$ cat config.mk
export PLATFORM = sky130hd
export DESIGN_NAME = branch_target_buffer
export DESIGN_NICKNAME = d
export VERILOG_FILES = /design/src/rtl/branch_target_buffer.sv
export SDC_FILE = /design/constraint.sdc
export NUM_CORES = 2
export LEC_CHECK = 0
export CAP_MARGIN = 30
export CELL_PAD_IN_SITES_DETAIL_PLACEMENT = 0
export CELL_PAD_IN_SITES_GLOBAL_PLACEMENT = 1
export CORE_UTILIZATION = 55
export CTS_CLUSTER_DIAMETER = 100
export DETAILED_ROUTE_END_ITERATION = 8
export PLACE_DENSITY = 0.79
export SLEW_MARGIN = 20
export SYNTH_ARGS = -nofsm -noshare
export SYNTH_HDL_FRONTEND = slang
export SYNTH_SLANG_ARGS = --single-unit
$ cat constraint.sdc
create_clock -name clk -period 16.6 [get_ports clk]
set_input_delay 4.15 -clock clk [delete_from_list [all_inputs] [get_ports clk]]
set_output_delay 4.15 -clock clk [all_outputs]
set_load 0.005 [all_outputs]
$ cat src/rtl/branch_target_buffer.sv
// Direct-mapped branch target buffer with 2-bit saturating direction counters.
// Fetch looks up if_pc combinationally every cycle; execute writes resolved
// control-transfer outcomes back on the rising edge.
// Optional build macro: BTB_PERF_EN adds perf_updates / perf_mispredicts
// event counters (ex_mispredict is only consumed when it is defined).
//
// Update handshake: ex_upd_valid is a one-cycle strobe with no ready
// back-pressure; the table accepts every strobe seen on a rising edge while
// rst is high, so ex_pc/ex_is_jump/ex_taken/ex_target/ex_mispredict only
// need to be stable around that edge.
module branch_target_buffer #(
    parameter int ENTRIES = 16
) (
    input  logic        clk,
    input  logic        rst,
    input  logic [31:0] if_pc,
    output logic        btb_hit,
    output logic        pred_taken,
    output logic [31:0] btb_pc,
    input  logic        ex_upd_valid,
    input  logic [31:0] ex_pc,
    input  logic        ex_is_jump,
    input  logic        ex_taken,
    input  logic [31:0] ex_target,
    input  logic        ex_mispredict
`ifdef BTB_PERF_EN
    ,
    output logic [31:0] perf_updates,
    output logic [31:0] perf_mispredicts
`endif
);

    localparam int IDX_W = $clog2(ENTRIES);
    localparam int TAG_W = 30 - IDX_W;

    logic             valid_q  [ENTRIES];
    logic [TAG_W-1:0] tag_q    [ENTRIES];
    logic [31:0]      target_q [ENTRIES];
    logic [1:0]       ctr_q    [ENTRIES];

    logic [IDX_W-1:0] lk_idx;
    logic [TAG_W-1:0] lk_tag;
    logic [IDX_W-1:0] ex_idx;
    logic [TAG_W-1:0] ex_tag;
    logic             ex_hit;

    logic             upd_we;
    logic [31:0]      upd_target;
    logic [1:0]       upd_ctr;

    // The low two PC bits never select anything (instructions are word aligned).
    wire unused_pc_bits = ^{if_pc[1:0], ex_pc[1:0]};
`ifndef BTB_PERF_EN
    wire unused_mispredict = ex_mispredict;
`endif

    assign lk_idx = if_pc[IDX_W+1:2];
    assign lk_tag = if_pc[31:IDX_W+2];
    assign ex_idx = ex_pc[IDX_W+1:2];
    assign ex_tag = ex_pc[31:IDX_W+2];
    assign ex_hit = valid_q[ex_idx] && (tag_q[ex_idx] == ex_tag);

    // Lookup reads the stored table only, so a same-cycle update is not bypassed.
    always_comb begin
        btb_hit    = valid_q[lk_idx] && (tag_q[lk_idx] == lk_tag);
        pred_taken = btb_hit && ctr_q[lk_idx][1];
        btb_pc     = pred_taken ? target_q[lk_idx] : 32'h0;
    end

    // Decide whether and what to write into the entry addressed by ex_pc.
    always_comb begin
        upd_we     = 1'b0;
        upd_target = target_q[ex_idx];
        upd_ctr    = ctr_q[ex_idx];
        if (ex_upd_valid) begin
            if (ex_is_jump) begin
                // Unconditional transfers are always strongly taken.
                upd_we     = 1'b1;
                upd_target = ex_target;
                upd_ctr    = 2'b11;
            end else if (ex_hit) begin
                upd_we = 1'b1;
                if (ex_taken) begin
                    upd_target = ex_target;
                    upd_ctr    = (ctr_q[ex_idx] == 2'b11) ? 2'b11 : ctr_q[ex_idx] + 2'b01;
                end else begin
                    upd_ctr    = (ctr_q[ex_idx] == 2'b00) ? 2'b00 : ctr_q[ex_idx] - 2'b01;
                end
            end else if (ex_taken) begin
                // New taken branch starts weakly taken; a not-taken miss is not worth a slot.
                upd_we     = 1'b1;
                upd_target = ex_target;
                upd_ctr    = 2'b10;
            end
        end
    end

    // Table storage: cleared asynchronously, one entry written per edge.
    always_ff @(posedge clk or negedge rst) begin
        if (!rst) begin
            for (int i = 0; i < ENTRIES; i++) begin
                valid_q[i]  <= 1'b0;
                tag_q[i]    <= '0;
                target_q[i] <= 32'h0;
                ctr_q[i]    <= 2'b00;
            end
        end else if (upd_we) begin
            valid_q[ex_idx]  <= 1'b1;
            tag_q[ex_idx]    <= ex_tag;
            target_q[ex_idx] <= upd_target;
            ctr_q[ex_idx]    <= upd_ctr;
        end
    end

`ifdef BTB_PERF_EN
    // Free-running event counters that wrap naturally at 32 bits.
    always_ff @(posedge clk or negedge rst) begin
        if (!rst) begin
            perf_updates     <= 32'h0;
            perf_mispredicts <= 32'h0;
        end else if (ex_upd_valid) begin
            perf_updates <= perf_updates + 32'h1;
            if (ex_mispredict) begin
                perf_mispredicts <= perf_mispredicts + 32'h1;
            end
        end
    end
`endif

endmodule

After elaboration in Yosys (flattened, before gate mapping)
Index checks and enable logic that the tools add are counted.

cells by class
  add/sub/neg operators = 2
  order comparisons = 3
  eq/ne operators = 3
  mux-type cells = 50
  bitwise logic cells = 3
  reductions and logical operators = 5

operators with widths
  operator               count
  $bwmux W512            1
  $bwmux W416            1
  $mux W32               9
  $bmux W32 S4           2
  $bmux W26 S4           2
  $mux W26               5
  $demux W32 S4          1
  $demux W26 S4          1
  $eq A26 B26 Y1         2
  $bwmux W32             1
  $mux W2                12
  $bmux W2 S4            2
  $or A16 B16 Y16        1
  $ge A5 B5 Y1 const B   2
  $not A4 Y5             2
  $mux W1                9
  $bmux W1 S4            2
  $demux W2 S4           1
  $lt A5 B1 Y1 const B   1
  $demux W1 S4           1
  $logic_and A1 B1 Y1    4
  $add A2 B1 Y2 const B  1
  $eq A2 B2 Y1 const B   1
  $logic_not A2 Y1       1
  $sub A2 B1 Y2 const B  1

word-level totals
  bits in registers = 976
  output and inout bits = 34

Depth between registers and ports, before layout
  depth after elaboration = 11
  depth in mapped cells = 16
  gate-level depth less buffers = 9

Worst setup path after synthesis
OpenSTA, ideal clock, no wires.

  path type = input to output
  start = input if_pc[2]
  end = output btb_pc[11]
  arrival time = 7.401 ns
  setup slack = 5.049 ns
  cell stages on the path = 8
  path buffers = 5
  cell sequence = clkbuf_1 buf_2 clkbuf_1 buf_1 buf_1 mux4_2 mux4_2 and3_1

on the way
  word-level cells in the longest chain between the ends = 8
  elaborated cells between the ends (all ways) = 17
  those cells by class = eq/ne: 1; mux: 13; bitwise: 1; reduce/logical: 2

ends and longest elaborated chain
  what                                          RTL line    source
  start: declaration                            16          input logic [31:0] if_pc,
  $not A4 Y5 (not written as such) (*)          65, 66, 67
  $bmux W26 S4                                  65          btb_hit = valid_q[lk_idx] && (tag_q[lk_idx] == lk_tag);
  $mux W26 (not written as such) (2 in series)  65
  $eq A26 B26 Y1                                65
  $logic_and A1 B1 Y1                           65
  $logic_and A1 B1 Y1                           66          pred_taken = btb_hit && ctr_q[lk_idx][1];
  $mux W32 (*)                                  67          btb_pc = pred_taken ? target_q[lk_idx] : 32'h0;
  end: declaration                              19          output logic [31:0] btb_pc,

Mark *: on every way between the ends. The rest lies on a longest branch, timed or not. The select of a mux whose other input is x is not followed.

Final worst setup path
  start = input if_pc[2]
  end = output btb_pc[31]

Same word-level chain as after synthesis.

==> results.yml <==
clocking:
  cts.repair.resized: 0
  numCtsBuffers: 107
  clkTransAtPathRegs_ps: 60
  clockBufferDepth: 3
  post_cts_buffers: 0
  cts-root-buf: "clkbuf_16"
  h-tree-depth: 3
  holdBufCountCts: 0
  cts.sinks: 976
  clkLatencyLatePin_ps: 700
  cts_tree: "yes"
die:
  row_count: 114
  io_pins: 136
  core_area_sq_um: 96600
  initial_utilization_pct: 55.4
  die_w_um: 314
  fp.dieH_um: 314
  die_area_sq_um: 98500
grt:
  grt_start_max_net_pins: 191
  grt_overflow: 0
  track_usage_pct: 31.5
  grt_pass1_wl_um: 231000
  antenna_found_initial: 8
  first_global_vias: 34800
power:
  leakage_nw: 26.4
  power_density_nw_per_um2: 127
  ir_drop_mv: 0.0810
  finalPower_w: 0.00755
outcome:
  status: "complete, no violations"
yosys:
  synth_area_leaders: "dfrtp_1, mux4_2, mux2_1"
  syn_area_sq_um: 53500
  synthCells: 3318
  ys_seq_area_share_pct: 45.7
  ys_types: 66
  avgSynthCellArea_sq_um: 16.1
  yosys_warnings: 0
  synth_top_area_share_pct: 45.7
  async_reset_ff_share_pct: 100
  synth_seq_cells: 976
  synth_largest_area_cell: "dfrtp_1"
  synth_fp_nets: 3420
  synth-edff-count: 0
  yosys_most_used_dff: "dfrtp_1"
cells_and_area:
  fin_nets: 3399
  fin_area_sq_um: 59300
  final_cell_mix: "dfrtp_1, mux4_2, mux2_1"
  final_common_cell: "dfrtp_1"
  area_growth_pct: 10.8
  nFillCells: 6932
  multiInputGateArea_sq_um: 27300
  drive_gt1_share_pct: 40.9
  regArea_sq_um: 24400
critical_path:
  cp-end-kind: "output port"
  path_max_fanout: 75
  critPathArrivalTime_ps: 9600
  worstSetupPathType: "input pin to output port"
  worst-endpoint-required_ps: 12450
  startpoint_type: "input pin"
run:
  drv_cap: 0
route:
  drtPass1Iterations: 5
  wl_um: 151000
  drtAntennaViolNets: 0
  post-route-drc-count: 0
  vias_per_cell: 6.93
  wire_per_inst_um: 32.3
  vias: 32400
  drt-initial-drc-count: 3033
sta:
  tightest_slew_ps: 1220
  hold_viol: 0
  finalSetupTns_ps: 0
  fin_worst_skew_ps: 29.3
  max_clock_freq_ghz: 0.0727
  setup_viol: 0
  max_slew_margin_pct: 18.3
  min_period_ps: 13750
  slew_viol_final: 0
  period_share_pct: 82.8
  rsz0062_at_grt: "false"
placed_design:
  gp_congestion: 0.843
  dp.final_hpwl_um: 85500
  port_buffers: 130
  dpl-instance-area_sq_um: 55400
hold_path:
  min_path_type: "flop to flop"
==> flip-flops by register name (all words and copies together) (netlist names) <==
| signal | flops |
|---|---|
| ctr_q | 32 |
| tag_q | 416 |
| target_q | 512 |
| valid_q | 16 |
==> critical path, cell delays in order <==
cell	delay, ps
buf_8	710
buf_4	710
mux4_2	600
mux4_2	490
xnor2_1	170
nand4_1	210
nor4_1	290
buf_4	210
nand4_1	190
clkinv_1	360
buf_8	220
buf_4	230
and3_1	400
clkdlybuf4s50_1	580
==> per-layer routing <==
metal / track usage (%) / vias to the layer above / share of wire, %
met4: 10.8 / 6 / 3.3
met5: 0 / - / 0.025
met1: 43.9 / 17800 / 41
li1: - / 12900 / -
met3: 5.94 / 297 / 6.9
met2: 50.0 / 1329 / 49
==> path summary, 6_finish.rpt <==
path,startpoint,cells after the start,end,slack (ps)
max,if_pc[2],14,btb_pc[31],2850
min,valid_q[1],1,valid_q[1],490
max reg2reg,tag_q[180],11,target_q[266],11310
min reg2reg,valid_q[1],1,valid_q[1],490
max in group asynchronous,rst,4,target_q[42],9950
min in group asynchronous,rst,1,tag_q[188],3550
==> synth_stat cells (16+ instances only) <==
cell type and count:
nand2b_1 20, inv_1 19, mux2i_1 67, mux2_4 159, buf_6 38, buf_1 58
nor2_1 16, mux4_2 560, mux2_2 372, dfrtp_1 976, mux2_1 432, nand2_1 118
buf_2 77, xnor2_1 27, clkbuf_1 156, xor2_1 21, and3_1 38
==> power breakdown <==
| group | switching, W | internal (W) |
|---|---|---|
| Combinational | 0.000669 | 0.00103 |
| Sequential | 0.000415 | 0.00292 |
| Clock | 0.00101 | 0.00151 |
==> logic make-up after synthesis <==
logic type      share of synthesized area, %
mux                                     46.2
flops                                   45.7
buf+inv                                 3.37
simple gates                            2.14
compound gates                          1.84
xor+xnor                               0.786
==> stage by stage <==
step | utilization, % | setup slack [ps] | std cells | hold slack (ps)
6_report | 61.4 | 2850 | 4668 | 485
5_1_grt | 61.4 | 2590 | 4667 | 512
4_1_cts | 61.3 | 2750 | 4659 | 484
3_5_place_dp | 57.4 | 2770 | 4458 | 466
3_3_place_gp | 57.2 | 2720 | 4451 | 465
2_1_floorplan | - | 5050 | 3318 | 446
==> area by class of cell <==
cell class                 instances  share of cell area [%]
multi-input combinational       1982                    46.0
sequential                       976                    41.2
clock buffer                     154                    5.39
timing repair buffer             210                    3.60
tap                             1276                    2.69
clock inverter                    47                   0.937
inverter                          20                   0.129
antenna                            3                  0.0127
Power figures use the tool's default switching activity.
